--- config.mk ---
export PLATFORM = sky130hd
export DESIGN_NAME = paralelo_serial
export DESIGN_NICKNAME = d
export VERILOG_FILES = /design/src/rtl/paralelo_serial.sv
export SDC_FILE = /design/constraint.sdc
export NUM_CORES = 1
export LEC_CHECK = 0
export CORE_UTILIZATION = 52
export DETAILED_ROUTE_END_ITERATION = 6
export GPL_TIMING_DRIVEN = 1
export PLACE_DENSITY = 0.76
export SLEW_MARGIN = 20
export SYNTH_ARGS = -nofsm -noshare
export SYNTH_HDL_FRONTEND = slang
export SYNTH_SLANG_ARGS = --single-unit
--- constraint.sdc ---
create_clock -name clk_32f -period 1.8 [get_ports clk_32f]
set_clock_uncertainty 0.1 [all_clocks]
set_input_delay 0.27 -clock clk_32f [delete_from_list [all_inputs] [get_ports clk_32f]]
set_output_delay 0.27 -clock clk_32f [all_outputs]
set_load 0.01 [all_outputs]
--- src/rtl/paralelo_serial.sv ---
// Parallel-to-serial transmitter: bytes in through valid/ready and a one-entry
// holding register, MSB-first serial out, COM symbols during init and idle.
module paralelo_serial #(
    parameter logic [7:0]  COM      = 8'hBC,
    parameter int unsigned INIT_COM = 4
) (
    input  logic       clk_32f,
    input  logic       reset,
    input  logic [7:0] data_in,
    input  logic       valid_in,
    output logic       ready,
    output logic       data_out,
    output logic       active
);

    localparam int unsigned        CNT_W    = (INIT_COM > 1) ? $clog2(INIT_COM) : 1;
    localparam logic [CNT_W-1:0]   LAST_COM = CNT_W'(INIT_COM - 1);
    localparam logic [2:0]         LAST_BIT = 3'd7;

    localparam logic [0:0] S_INIT = 1'b0;
    localparam logic [0:0] S_RUN  = 1'b1;

    logic [0:0]       r_state;
    logic [7:0]       r_sr;
    logic [2:0]       r_bit_cnt;
    logic [CNT_W-1:0] r_com_cnt;
    logic [7:0]       r_hold;
    logic             r_hold_valid;
    logic             r_active;

    logic [0:0]       w_state;
    logic [7:0]       w_sr;
    logic [2:0]       w_bit_cnt;
    logic [CNT_W-1:0] w_com_cnt;
    logic [7:0]       w_hold;
    logic             w_hold_valid;
    logic             w_active;
    logic             w_accept;

    assign ready    = r_active & ~r_hold_valid;
    assign data_out = r_sr[7];
    assign active   = r_active;
    assign w_accept = valid_in & ready;

    // State register; reset aborts the current symbol and restarts init.
    always_ff @(posedge clk_32f) begin
        if (reset) begin
            r_state      <= S_INIT;
            r_sr         <= COM;
            r_bit_cnt    <= 3'd0;
            r_com_cnt    <= '0;
            r_hold       <= 8'h00;
            r_hold_valid <= 1'b0;
            r_active     <= 1'b0;
        end else begin
            r_state      <= w_state;
            r_sr         <= w_sr;
            r_bit_cnt    <= w_bit_cnt;
            r_com_cnt    <= w_com_cnt;
            r_hold       <= w_hold;
            r_hold_valid <= w_hold_valid;
            r_active     <= w_active;
        end
    end

    // Next-state: accept into hold, shift, and pick the next symbol at bit 7.
    always_comb begin
        w_state      = r_state;
        w_sr         = r_sr;
        w_bit_cnt    = r_bit_cnt;
        w_com_cnt    = r_com_cnt;
        w_hold       = r_hold;
        w_hold_valid = r_hold_valid;
        w_active     = r_active;

        // ready excludes a full hold, so this never collides with a drain below
        if (w_accept) begin
            w_hold       = data_in;
            w_hold_valid = 1'b1;
        end

        if (r_bit_cnt != LAST_BIT) begin
            w_sr      = {r_sr[6:0], 1'b0};
            w_bit_cnt = r_bit_cnt + 3'd1;
        end else begin
            w_bit_cnt = 3'd0;
            case (r_state)
                S_INIT: begin
                    w_sr = COM;
                    if (r_com_cnt == LAST_COM) begin
                        w_state  = S_RUN;
                        w_active = 1'b1;
                    end else begin
                        w_com_cnt = r_com_cnt + CNT_W'(1);
                    end
                end
                S_RUN: begin
                    if (r_hold_valid) begin
                        w_sr         = r_hold;
                        w_hold_valid = 1'b0;
                    end else begin
                        w_sr = COM;
                    end
                end
                default: begin
                    w_state = S_INIT;
                    w_sr    = COM;
                end
            endcase
        end
    end

endmodule

==> summary.txt, run 1 <==
Finish
  • Layout area overhead: 19.04%
  • Final cell count without fillers: 139
  • Fin nets: 129
  • Core Util, Final: 68.61%
  • Post-Layout Inst Area: 0.001236 mm²
  • Diode count: 0
  • Layout cells sized above 1: 12.28%

Synthesis
  • Synth top area share: 46.27%
  • Syn_nets: 115
  • XOR/XNOR Fraction of Synth Area: 0%
  • Largest family of logic cells by synthesized area: simple AND/OR/NAND/NOR gates
  • Synth area leaders: dfxtp_1 46%, nand2b_1 12%, mux2i_1 8.7%
  • Main synth FF type: dfxtp_1
  • Post-synth cell types: 20
  • Seq/Total Area, Yosys: 46.27%
  • Number of synthesized flops with an enable pin: 0
  • Simple-gate share of the synthesized area: 28.19%
  • Mapped Area: 0.001038 mm²
  • Syn Inst Count: 101
  • Post-synthesis compound-gate area fraction: 6.867%
  • Syn_area_per_cell: 10.28 µm²
  • Synth Register Bits: 24
  • Mux contribution to synthesized area: 9.759%
  • Post-synth top area cell: dfxtp_1
  • Adder-cell share of the synthesized area: 3.614%
  • Syn. warnings: 0
  • Async S/R FF share, synth: 0%

Worst setup path
  • Nature of the critical path endpoint: primary output
  • CP peak stage delay: 530 ps
  • CP Class: reg2out
  • Largest delay contributor family on the critical path: buffers and inverters
  • CP Max Fanout: 4
  • Crit path buf inv count: 1
  • RR Startpoint: r_bit_cnt[0]
  • Startpoint types: flop
  • CP startpoint: active
  • R2R Path End: r_com_cnt[0]
  • Slowest stage cell, crit path: clkdlybuf4s50_1
  • Critical Path Stages: 1
  • Req. time, crit path: 1430 ps
  • CP arrival: 1220 ps
  • Register-to-Register Path Depth: 4
  • Worst Setup EP: active
  • Worst reg-to-reg setup slack: 340 ps
  • Critical-path cell list: clkdlybuf4s50_1

Die
  • Initial Util: 57.64%
  • Core Rows: 15
  • Die Footprint: 0.002180 mm²
  • Core area: 0.001802 mm²
  • Die X: 46.69 µm
  • Die height: 46.69 µm
  • I/O pin total: 14

Run status
  • Status: completed

STA
  • Final number of max-transition violations: 0
  • Final setup vio count: 0
  • Final Hold Fails: 0
  • Unrepaired setup endpoints after global routing: false
  • Fmax: 628.1 MHz
  • Worst rel slew slack: 77.29%
  • Worst-margin pin slew: 340.1 ps
  • Post-route minimum period: 1592 ps
  • Setup_tns: 0 ps
  • Final period util: 88.45%

Placed design
  • Port Buffer Count: 13
  • Final Wtd Congestion: 0.6589
  • Area after DPL: 0.001179 mm²
  • Placed insts: 135
  • Detail Placement HPWL: 1142 µm

Pwr
  • Worst IR Drop VDD: 0.7055 mV
  • Pwr dens: 806.4 mW/mm²
  • Leakage: 0.0005110 µW
  • Final total power: 996.9 µW

Clock tree
  • Root Driver: clkbuf_4
  • CTS tree: done
  • Cts hold-fix bufs: 0
  • H-tree depth: 1
  • Reg clk slew, reported paths: 130 ps
  • Clk buf depth: 2
  • Setup Buffers After CTS: 0
  • Sink Count: 24
  • Clk_lat worst skew: 320 ps
  • Inserted Clock Buffers: 3

Drt
  • Drt via density: 5.151
  • Per-cell routed wire length: 11.40 µm
  • TritonRoute pass-1 iters: 4
  • First DRT Iteration DRCs: 11
  • DRC viols: 0
  • Wirelength, routed: 1584 µm
  • Final ANT Viol Nets: 0
  • Vias: 716

GRT
  • Vias in the first global route: 615
  • Total GRT Usage: 18.76%
  • Number of antenna violations at the first check in global routing: 0
  • Total gr overflow: 0
  • Largest net degree at the start of global routing: 25
  • First-pass GRT wire length: 2753 µm

Hold path
  • Worst Hold Class: reg2reg

Job
  • Max_cap viols: 0
==> worst min-delay path by stage <==
stage | from | end | slack [ps] | cells after the start
4_1_cts | r_bit_cnt[0] | r_bit_cnt[0] | 350 | 1
5_1_grt | r_bit_cnt[0] | r_bit_cnt[0] | 360 | 1
3_3_place_gp | r_bit_cnt[0] | r_bit_cnt[0] | 310 | 1
3_5_place_dp | r_bit_cnt[0] | r_bit_cnt[0] | 330 | 1
2_1_floorplan | r_bit_cnt[0] | r_bit_cnt[0] | 300 | 1
6_report | r_bit_cnt[0] | r_bit_cnt[0] | 340 | 1
==> cell type report <==
class	instances	area [µm²]
fillers	162	565.5
multi-input cells	68	503.0
flip-flops and latches	24	483.0
repair buffers	17	162.7
well taps	25	31.28
clock inverters	1	30.03
clock buffers	3	22.52
inverters	1	3.754
==> power by group <==
part	switching, µW	internal, µW	total [µW]
clock network	157	225	382
logic	23.2	43.9	67.2
registers	3.88	544	548
total	184	813	997
==> state kept, by name, indices dropped and copies added (netlist names) <==
name and cells:
r_sr 8, active 1, r_hold_valid 1, r_bit_cnt 3
r_com_cnt 2, r_state 1, r_hold 8
==> repair_timing <==
item                                    4_1_cts  5_1_grt
pin swaps                                     0        0
endpoints found under the setup margin        1        1
resized for setup                             1        2
==> metal layers <==
metal	vias to the layer above	global-route usage (%)	wire length, µm
met5	-	0	0
met4	0	6.857	14
met3	2	7.059	88
met2	21	27.78	685
met1	318	24.70	795
li1	375	-	-
==> cell usage after synthesis, types with 2 or more instances <==
cell,count
a21oi_1,5
nand4_1,3
buf_4,2
buf_2,5
nand2b_1,20
nor2_1,9
mux2i_1,9
o21bai_1,5
nor3b_2,3
ha_1,3
and4b_1,5
dfxtp_1,24
==> metrics by stage <==
step                hold slack (ps)  setup WS (ps)
floorplan                     304.3          416.3
global placement              312.2          358.1
detailed placement            326.2          324.9
CTS                           345.4          4.646
global route                  360.3          140.9
finish                        342.9          207.9
==> kinds of logic after synthesis <==
group,Yosys count
and+or+nand+nor,44
DFF,24
AOI/OAI and AO/OA,11
muxes,10
buffers and inverters,9
adders and majority gates,3
==> cells in the final DEF, fill, tap and decap left out, types with 2 or more instances in the layout <==
cell type / netlist / routed
o21bai_1: 5 / 5
nor2_1: 9 / 9
clkdlybuf4s50_1: 0 / 12
ha_1: 3 / 3
nand4_1: 3 / 3
nand2b_1: 20 / 20
dfxtp_2: 0 / 2
buf_4: 2 / 4
and4b_1: 5 / 5
clkbuf_4: 0 / 3
mux2i_1: 9 / 9
dfxtp_1: 24 / 22
a21oi_1: 5 / 5
nor3b_2: 3 / 3
No activity file was read; power rests on OpenSTA's default activity.
==> inputs of run 2 (changes only) <==
CORE_MARGIN = 5   (was unset)
==> summary.txt, run 2 (synthesis gave the netlist of run 1 again) <==
Run status
  • Status: completed

Die
  • Die Footprint: 0.002991 mm² (+37%)
  • Die height: 54.69 µm (+17%)
  • I/O pin total: 14 (unchanged)
  • Core area: 0.001942 mm² (+7.8%)
  • Initial Util: 53.48% (-4.2 points)
  • Die X: 54.69 µm (+17%)
  • Core Rows: 16 (+1)

Worst setup path
  • Critical-path cell list: clkdlybuf4s50_1
  • CP Max Fanout: 4 (unchanged)
  • Crit path buf inv count: 1 (unchanged)
  • Req. time, crit path: 1430 ps (about the same)
  • CP arrival: 1200 ps (-20 ps)
  • R2R Path End: r_com_cnt[0]
  • Critical Path Stages: 1 (unchanged)
  • Largest delay contributor family on the critical path: buffers and inverters
  • Startpoint types: flop
  • Nature of the critical path endpoint: primary output
  • Slowest stage cell, crit path: clkdlybuf4s50_1
  • RR Startpoint: r_bit_cnt[0]
  • CP startpoint: active
  • CP Class: reg2out
  • CP peak stage delay: 530 ps (about the same)
  • Worst reg-to-reg setup slack: 280 ps (-60 ps)
  • Register-to-Register Path Depth: 4 (unchanged)

Drt
  • Per-cell routed wire length: 11.34 µm (-0.51%)
  • Final ANT Viol Nets: 0 (unchanged)
  • Wirelength, routed: 1610 µm (+1.6%)
  • Vias: 715 (-0.14%)
  • DRC viols: 0 (unchanged)
  • TritonRoute pass-1 iters: 4 (unchanged)
  • Drt via density: 5.035 (-2.2%)
  • First DRT Iteration DRCs: 4 (-7)

Clock tree
  • Reg clk slew, reported paths: 130 ps (about the same)
  • Clk buf depth: 2 (unchanged)
  • Root Driver: clkbuf_4
  • Inserted Clock Buffers: 3 (unchanged)
  • H-tree depth: 1 (unchanged)
  • CTS tree: done
  • Sink Count: 24 (unchanged)
  • Clk_lat worst skew: 310 ps (about the same)

Hold path
  • Beginning of the worst hold path: r_bit_cnt[0]
  • Hold Path End: r_bit_cnt[0]
  • Worst Hold Class: reg2reg
  • Hold Path Cell Cnt: 1 (unchanged)

Finish
  • Final cell count without fillers: 142 (+2.2%)
  • Diode count: 0 (unchanged)
  • Layout cells sized above 1: 12.17% (-0.11 points)
  • Regs by FF count: r_hold (8), r_sr (8), r_bit_cnt (3)
  • Most common cell after layout, fill and taps aside: dfxtp_1
  • Core Util, Final: 64.76% (-3.9 points)
  • Fin nets: 130 (+0.78%)
  • Layout area overhead: 21.08%
  • Most frequent cells in the layout: 23 x dfxtp_1, 20 x nand2b_1, 12 x clkdlybuf4s50_1

STA
  • Worst-margin pin slew: 392.8 ps (+52.63 ps)
  • Final Hold Fails: 0 (unchanged)
  • Worst hold slack: 338.2 ps (-4.647 ps)
  • Final period util: 87.47% (-0.98 points)
  • Post-route minimum period: 1574 ps (-17.60 ps)
  • Final setup vio count: 0 (unchanged)
  • Setup_tns: 0 ps (unchanged)
  • Unrepaired setup endpoints after global routing: false
  • Final number of max-transition violations: 0 (unchanged)
  • Fmax: 635.1 MHz (+1.1%)
  • Worst rel slew slack: 73.78% (-3.5 points)

Pwr
  • Sequential Power Share: 54.9% (about the same)
  • Pwr dens: 793.5 mW/mm² (-1.6%)
  • Final total power: 997.9 µW (about the same)
  • Worst IR Drop VDD: 0.5242 mV (-26%)
  • Gate power share: 6.9% (+0.2 points)
  • Int Power: 815.3 µW (+0.26%)
  • Sw Pwr: 182.6 µW (-0.62%)
  • Switching Share: 18.30% (-0.13 points)
  • Leakage: 0.0005205 µW (+1.9%)
  • Clock group share of total power: 38.2% (about the same)

GRT
  • Largest net degree at the start of global routing: 20 (-20%)
  • Total GRT Usage: 13.45% (-5.3 points)
  • Number of antenna violations at the first check in global routing: 0 (unchanged)
  • Total gr overflow: 0 (unchanged)
  • Vias in the first global route: 702 (+14%)
  • First-pass GRT wire length: 2973 µm (+8.0%)

Placed design
  • Placed insts: 138 (+2.2%)
  • Detail Placement HPWL: 1166 µm (+2.1%)
  • Port Buffer Count: 13 (unchanged)
  • Final Wtd Congestion: 0.6983 (+6.0%)

Job
  • Max_cap viols: 0 (unchanged)
-- run 2: cell types whose count changed in the layout (fill, tap and decap cells not counted), sizes merged --
cell | before | now
buf | 4 | 5
-- run 2: worst max path at each step --
stage | endpoint | slack [ps]
after floorplan | r_com_cnt[0] | 420
after global placement | r_hold[0] | 280
after detailed placement | r_hold[4] | 260
after CTS | ready | 30
after global routing | active | 160
final | active | 230
-- run 2: metrics by stage --
step,worst slack [ps],area [µm²]
2_1_floorplan,416.3,1039
3_3_place_gp,275.7,1201
4_1_cts,27.77,1254
3_5_place_dp,260.7,1201
6_report,225.5,1257
5_1_grt,164.1,1257
-- run 2: power groups by stage --
stage                     Clock [µW]  Sequential [µW]  Combinational (µW)
after floorplan                    0              560                35.1
after global placement             0              559                68.8
after detailed placement           0              560                70.5
after CTS                        390              548                70.4
after global routing             420              550                76.9
final                            381              548                69.3
-- run 2: layout make-up --
class,count,area [µm²]
Multi-Input combinational cell,68,503.0
Clock buffer,3,22.52
Fill cell,164,684.4
Timing Repair Buffer,18,182.7
Sequential cell,24,481.7
Clock inverter,1,30.03
Tap cell,27,33.78
Inverter,1,3.754
-- run 2: repair_timing --
action / CTS / global route
gates resized for setup: 0 / 2
hold buffers: 0 / 0
setup endpoints to repair: 0 / 1
setup buffers: 0 / 0
-- run 2: per-layer routing --
layer / GRT usage (%) / up-vias / part of all wire, %
met3: 2.452 / 2 / 4.2
li1: - / 374 / -
met4: 5.809 / 0 / 0.81
met5: 0 / - / 0
met1: 18.51 / 328 / 49
met2: 20.28 / 11 / 46
